[src/rtl/serial_word_tx.sv]
// serial_word_tx: parallel-to-serial frame transmitter.
// Frame = start(0), DATA_W data bits LSB-first, optional even parity, stop(1).
// Every state change, counter step and tx update is qualified by en, so the
// bit period is BAUD_DIV enabled cycles.
module serial_word_tx #(
  parameter int DATA_W    = 5,
  parameter int BAUD_DIV  = 4,
  parameter int PARITY_EN = 1
) (
  input  logic              clk,
  input  logic              rst,
  input  logic              en,
  input  logic [DATA_W-1:0] D,
  input  logic              load,
  output logic              ready,
  output logic              busy,
  output logic              tx,
  output logic              done
);

  localparam int BW = (BAUD_DIV > 1) ? $clog2(BAUD_DIV) : 1;
  localparam int CW = $clog2(DATA_W + 1);
  localparam logic [BW-1:0] BAUD_LAST = BW'(BAUD_DIV - 1);
  localparam logic [CW-1:0] BIT_LAST  = CW'(DATA_W - 1);

  typedef enum logic [2:0] {IDLE, START, DATA, PARITY, STOP} state_t;

  state_t            state, state_n;
  logic [DATA_W-1:0] shreg, shreg_n;
  logic              par, par_n;
  logic [CW-1:0]     bit_cnt, bit_cnt_n;
  logic [BW-1:0]     baud_cnt, baud_cnt_n;
  logic              tx_n, done_n;
  logic              bit_end;

  assign ready = (state == IDLE);
  assign busy  = ~ready;

  // Last enabled cycle of the current bit period.
  assign bit_end = en && (baud_cnt == BAUD_LAST);

  // Next-state, datapath and registered-output logic.
  always_comb begin
    state_n    = state;
    shreg_n    = shreg;
    par_n      = par;
    bit_cnt_n  = bit_cnt;
    baud_cnt_n = baud_cnt;
    done_n     = 1'b0;
    tx_n       = 1'b1;

    case (state)
      IDLE: begin
        if (load && en) begin
          state_n    = START;
          shreg_n    = D;
          par_n      = ^D;
          bit_cnt_n  = '0;
          baud_cnt_n = '0;
        end
      end
      START: begin
        if (bit_end) state_n = DATA;
      end
      DATA: begin
        if (bit_end) begin
          shreg_n = shreg >> 1;
          if (bit_cnt == BIT_LAST) begin
            bit_cnt_n = '0;
            state_n   = (PARITY_EN != 0) ? PARITY : STOP;
          end else begin
            bit_cnt_n = bit_cnt + CW'(1);
          end
        end
      end
      PARITY: begin
        if (bit_end) state_n = STOP;
      end
      STOP: begin
        if (bit_end) begin
          state_n = IDLE;
          done_n  = 1'b1;
        end
      end
      default: state_n = IDLE;
    endcase

    // Baud counter runs only while a frame is in progress.
    if (state != IDLE && en) begin
      if (bit_end) baud_cnt_n = '0;
      else         baud_cnt_n = baud_cnt + BW'(1);
    end

    // tx is registered from the next state so the start bit appears right
    // after the accepting edge.
    case (state_n)
      START:   tx_n = 1'b0;
      DATA:    tx_n = shreg_n[0];
      PARITY:  tx_n = par_n;
      default: tx_n = 1'b1;
    endcase
  end

  // State, datapath and output registers; reset aborts any frame in flight.
  always_ff @(posedge clk or posedge rst) begin
    if (rst) begin
      state    <= IDLE;
      shreg    <= '0;
      par      <= 1'b0;
      bit_cnt  <= '0;
      baud_cnt <= '0;
      tx       <= 1'b1;
      done     <= 1'b0;
    end else begin
      state    <= state_n;
      shreg    <= shreg_n;
      par      <= par_n;
      bit_cnt  <= bit_cnt_n;
      baud_cnt <= baud_cnt_n;
      tx       <= tx_n;
      done     <= done_n;
    end
  end

endmodule
[config.mk]
export PLATFORM = sky130hd
export DESIGN_NAME = serial_word_tx
export DESIGN_NICKNAME = d
export VERILOG_FILES = /design/src/rtl/serial_word_tx.sv
export SDC_FILE = /design/constraint.sdc
export NUM_CORES = 1
export LEC_CHECK = 0
export CAP_MARGIN = 20
export CORE_MARGIN = 1.5
export CORE_UTILIZATION = 29
export CTS_BUF_LIST = sky130_fd_sc_hd__clkbuf_2 sky130_fd_sc_hd__clkbuf_4 sky130_fd_sc_hd__clkbuf_8
export DETAILED_ROUTE_END_ITERATION = 16
export GPL_TIMING_DRIVEN = 0
export SKIP_CTS_REPAIR_TIMING = 1
export SYNTH_ARGS = -nofsm -noshare
export SYNTH_HDL_FRONTEND = slang
export SYNTH_SLANG_ARGS = --single-unit
[constraint.sdc]
create_clock -name clk -period 3.3 [get_ports clk]
set_input_delay 0.66 -clock clk [delete_from_list [all_inputs] [get_ports clk]]
set_output_delay 0.66 -clock clk [all_outputs]
set_load 0.01 [all_outputs]
[Word-level counts from Yosys, hierarchy flattened]
Index checks and enable logic that the tools add are counted.
Word-level totals
  bits of input ports: 9
  output and inout bits: 4
  flip-flop bits (word level): 16
Cells by class
  mux-type cells: 23
  reductions and logical operators: 11
  equality and inequality tests: 11
  add/subtract/negate cells: 2
  bitwise logic cells: 1
Operator list (number)
  3-bit two-way mux: 9
  3-bit case mux with 5 select lines: 1
  3-bit by 2-bit == test with 1-bit output, second input constant: 4
  5-bit two-way mux: 2
  5-bit case mux with 2 select lines: 1
  2-bit two-way mux: 4
  3-bit by 1-bit == test with 1-bit output, second input constant: 2
  3-bit == test, second input constant: 2
  3-bit case mux with 2 select lines: 1
  2-bit nonzero test: 3
  5-bit XOR reduction: 1
  1-bit two-way mux: 4
  3-bit by 1-bit adder with 3-bit output, second input constant: 1
  1-bit logical AND: 3
  3-bit zero test: 1
  1-bit case mux with 3 select lines: 1
  3-bit AND reduction: 1
  3-bit nonzero test: 1
  2-bit by 1-bit adder with 2-bit output, second input constant: 1
  2-bit == test, second input constant: 1
  2-bit by 1-bit inequality test with 1-bit output, second input constant: 1
  2-bit inequality test, second input constant: 1
  2-bit AND reduction: 1
  1-bit inverter: 1

[Depth between registers and ports, before layout]
  depth after elaboration: 6
  gate-level depth with buffers: 8

[Worst setup path before layout]
OpenSTA, ideal clock, no wires.
  path type: reg-to-reg
  from: register state[2]
  to: register tx
  path slack: 1.515 ns
  path buffers: 2
  clock period less this slack: 1.785 ns
  stages on the path, launching flop included: 8
  data arrival time: 1.706 ns
  cell sequence: dfrtp_1 or3_1 buf_6 inv_4 and3_1 buf_6 mux2_1 o2bb2ai_1
On the way
  elaborated cells between the ends (all ways): 18
RTL lines
  from (decl): line 28  | state_t state, state_n;
  from (signal assigned): line 115  | state <= state_n;
  3-bit zero test
  via ready: line 15  | output logic ready,
  1-bit two-way mux: line 52  | case (state)
  via par_n: line 30  | logic par, par_n;
  1-bit case mux with 3 select lines: line 96  | case (state_n)
  via tx_n: line 33  | logic tx_n, done_n;
  to (signal assigned): line 120  | tx <= tx_n;
  to (decl): line 17  | output logic tx,
The timed path passes the listed nets, and every way through them passes these cells.
A chain may end at the register's enable or synchronous reset.

[Final worst setup path]
  from: register state[2]
  to: output port ready
On the way
  longest elaborated chain between the ends: 1
Ends and longest elaborated chain
  3-bit zero test: line 36  | assign ready = (state == IDLE);
  to (decl): line 15
No other way between the ends.

==> flow_summary.json <==
{
  "run_status": "completed",
  "floorplan.initialDensity": 0.3011,
  "crit_type": "flop to primary output",
  "finalCritPeriodShare": 0.7688,
  "cts.sinks": 16,
  "totalWireLength_um": 1458,
  "placeableCoreArea_um2": 2734,
  "irDropWorstVdd_uv": 409.6,
  "netSwitchingFraction": 0.3364,
  "finish.cell_count_without_fillers": 129,
  "gpl.final_weighted_congestion": 0.7310,
  "setup_viol": 0,
  "die_width_um": 56.28,
  "finalMaxSlewViolations": 0,
  "first_pass_grt_wire_length_um": 2587,
  "place_inst": 125,
  "routed_via_density": 4.806,
  "relative_contribution_of_combinational_cells_to_total_power": 0.390,
  "totalNegativeSetupSlack_ns": 0,
  "maximum_number_of_pins_on_one_net_before_global_route_repair": 17,
  "drtPass1Iterations": 4,
  "ff_latch_area_um2": 401.6,
  "yosysUniqueCellTypes": 28,
  "cts_buffers": 3,
  "clkPwrFrac": 0.179,
  "yosysWarningCount": 0,
  "first_global_vias": 589,
  "power.switching_w": 0.0002524,
  "ant_nets": 0,
  "final_core_utilization": 0.3689,
  "filler_cell_count": 266,
  "crit-reg2reg-launch": "state[2]",
  "timing.rr.end": "tx",
  "routed_wire_length_per_instance_um": 11.30,
  "placement_rows": 19,
  "timing.final.crit_period_ns": 2.537,
  "finalHoldViolations": 0,
  "postSynthNetCount": 95,
  "antenna_diode_count": 0,
  "tritoncts": "built",
  "synth_area_um2": 823.3,
  "crit_start": "state[2]",
  "leak_nw": 0.4451,
  "totalPowerFinal_w": 0.0007502,
  "worst_clock_skew_ns": 0.0008700,
  "slack_of_the_critical_path_ns": 0.7629,
  "clockRootBuffer": "sky130_fd_sc_hd__clkbuf_4",
  "area.growth.synth_to_final_pct": 22.49,
  "worst_rel_slew_slack": 0.5941,
  "vias": 620,
  "clkSlewWorstSetupHoldPaths_ns": 0.10,
  "netlist_instances": 83,
  "p_seq_frac": 0.431,
  "multi_input_comb_area_um2": 374.1,
  "total_routing_usage_gr": 0.1029,
  "place_ws_ns": 1.092,
  "share_of_cells_above_drive_strength_1": 0.09184,
  "min-delay-path-class": "flop to flop",
  "drt-initial-drc-count": 23,
  "ys_seq_elements": 16,
  "avgSynthCellArea_um2": 9.919,
  "maxCapViolCount": 0,
  "fmax_ghz": 0.3941,
  "grt.overflow.total": 0,
  "ctsHtreeMaxLevel": 1,
  "worst_ep_arrival_time_ns": 1.88,
  "critical_path.endpoint_type": "primary output",
  "die_height_um": 56.28,
  "power.density_nw_per_um2": 743.9,
  "rr_worst_depth": 7,
  "dieArea_um2": 3167,
  "design.portCount": 13,
  "estimated_wirelength_of_the_detail_placed_design_um": 1081,
  "worstHoldPathCells": 1,
  "layout.nets": 111,
  "cell_internal_power_w": 0.0004979,
  "antenna_found_initial": 0,
  "worst_slew_pin_slew_ns": 0.6082,
  "clockBufferDepth": 2,
  "setup_repair_after_global_routing_missed_its_margin": "no",
  "rrSetupSlack_ns": 1.41,
  "setup.worst_path.start_class": "flop",
  "crit_path_end": "ready",
  "post-route-drc-count": 0,
  "synth-seq-area-share": 0.4878,
  "largest_fanout_on_the_critical_path": 8,
  "clock_latency_ns": 0.29,
  "portBuffers": 11,
  "cp.required_ns": 2.64
}
-- worst min-delay path by stage --
stage,end,slack [ns],startpoint
2_1_floorplan,bit_cnt[2],0.45,bit_cnt[2]
3_3_place_gp,par,0.47,par
3_5_place_dp,par,0.48,par
4_1_cts,bit_cnt[2],0.49,bit_cnt[2]
5_1_grt,par,0.51,par
6_report,bit_cnt[2],0.49,bit_cnt[2]
-- kinds of logic after synthesis --
family	count (synthesis)	synth area share
AOI/OAI and AO/OA	15	0.1368
xor gates and xnor gates	5	0.05319
adders and majority gates	3	0.04560
buffers and inverters	8	0.05776
DFF	16	0.4878
muxes	2	0.02735
and+or+nand+nor	34	0.1915
-- power by group through the flow --
stage	Sequential [W]	Combinational [W]	Clock, W
6_report	0.000323	0.000293	0.000134
5_1_grt	0.000334	0.000329	0.000145
4_1_cts	0.000324	0.000298	0.000136
3_5_place_dp	0.000328	0.000296	0
3_3_place_gp	0.000325	0.000289	0
2_1_floorplan	0.000319	0.000213	0
-- synth_stat cells --
cell	n	area, um2
sky130_fd_sc_hd__dfrtp_1	15	375.4
sky130_fd_sc_hd__a22oi_1	3	22.52
sky130_fd_sc_hd__dfstp_2	1	26.28
sky130_fd_sc_hd__or3_1	1	6.260
sky130_fd_sc_hd__and2_1	2	12.51
sky130_fd_sc_hd__inv_4	1	6.260
sky130_fd_sc_hd__nor2_1	8	30.03
sky130_fd_sc_hd__buf_6	2	22.52
sky130_fd_sc_hd__xnor2_1	4	35.03
sky130_fd_sc_hd__mux2_2	1	11.26
sky130_fd_sc_hd__nand4b_1	1	8.760
sky130_fd_sc_hd__mux2_1	1	11.26
sky130_fd_sc_hd__o21ai_0	5	25.02
sky130_fd_sc_hd__and3_1	2	12.51
sky130_fd_sc_hd__nand3_1	2	10.01
sky130_fd_sc_hd__a32o_1	2	20.02
sky130_fd_sc_hd__a221o_1	1	10.01
sky130_fd_sc_hd__nor3_1	2	10.01
sky130_fd_sc_hd__a41o_1	1	10.01
sky130_fd_sc_hd__xor2_1	1	8.760
sky130_fd_sc_hd__a22o_1	1	8.760
sky130_fd_sc_hd__inv_1	3	11.26
sky130_fd_sc_hd__clkbuf_1	2	7.510
sky130_fd_sc_hd__nand2_1	14	52.55
sky130_fd_sc_hd__o2bb2ai_1	1	8.760
sky130_fd_sc_hd__a21o_1	1	7.510
sky130_fd_sc_hd__ha_1	3	37.54
sky130_fd_sc_hd__nor3b_1	2	15.01
-- metrics by stage --
| step | instance area [um2] | hold slack, ns |
|---|---|---|
| finish | 1008 | 0.4909 |
| global route | 1008 | 0.5149 |
| CTS | 1008 | 0.4947 |
| detailed placement | 972.2 | 0.4781 |
| global placement | 972.2 | 0.4702 |
| floorplan | 823.3 | 0.4503 |
-- final cells by class --
type	instances	share of cell area
Sequential cell	16	0.3983
Multi-Input combinational cell	59	0.3710
Timing Repair Buffer	11	0.1092
Tap cell	31	0.03846
Clock buffer	4	0.03598
Buffer	4	0.02978
Inverter	4	0.01737
-- per-layer routing --
| layer | wire [um] | vias up | global-route usage |
|---|---|---|---|
| met4 | 24 | 0 | 0.04082 |
| met1 | 730 | 288 | 0.1380 |
| met3 | 61 | 4 | 0.02995 |
| met2 | 642 | 11 | 0.1563 |
| met5 | 0 | - | 0 |
| li1 | - | 317 | - |
-- cells in the final DEF (no fill, tap or decap), types with 2 or more instances in the layout --
cell and n:
sky130_fd_sc_hd__a22oi_1 3, sky130_fd_sc_hd__a32o_1 2, sky130_fd_sc_hd__and2_1 2, sky130_fd_sc_hd__and3_1 2
sky130_fd_sc_hd__buf_6 2, sky130_fd_sc_hd__clkbuf_1 2, sky130_fd_sc_hd__clkbuf_4 3, sky130_fd_sc_hd__clkdlybuf4s50_1 11
sky130_fd_sc_hd__dfrtp_1 15, sky130_fd_sc_hd__ha_1 3, sky130_fd_sc_hd__inv_1 3, sky130_fd_sc_hd__nand2_1 14
sky130_fd_sc_hd__nand3_1 2, sky130_fd_sc_hd__nor2_1 8, sky130_fd_sc_hd__nor3_1 2, sky130_fd_sc_hd__nor3b_1 2
sky130_fd_sc_hd__o21ai_0 5, sky130_fd_sc_hd__xnor2_1 4
-- flip-flops by register name, indices dropped and copies added (netlist names) --
| register | count |
|---|---|
| state | 3 |
| done | 1 |
| baud_cnt | 2 |
| bit_cnt | 3 |
| par | 1 |
| shreg | 5 |
| tx | 1 |
-- worst max-delay path, stage by stage, from the launching register on --
cell,delay (ns)
sky130_fd_sc_hd__dfrtp_1,0.48
sky130_fd_sc_hd__or3_1,0.41
sky130_fd_sc_hd__buf_6,0.14
sky130_fd_sc_hd__inv_4,0.04
sky130_fd_sc_hd__clkdlybuf4s50_1,0.52
(Power assumes the default switching activity.)
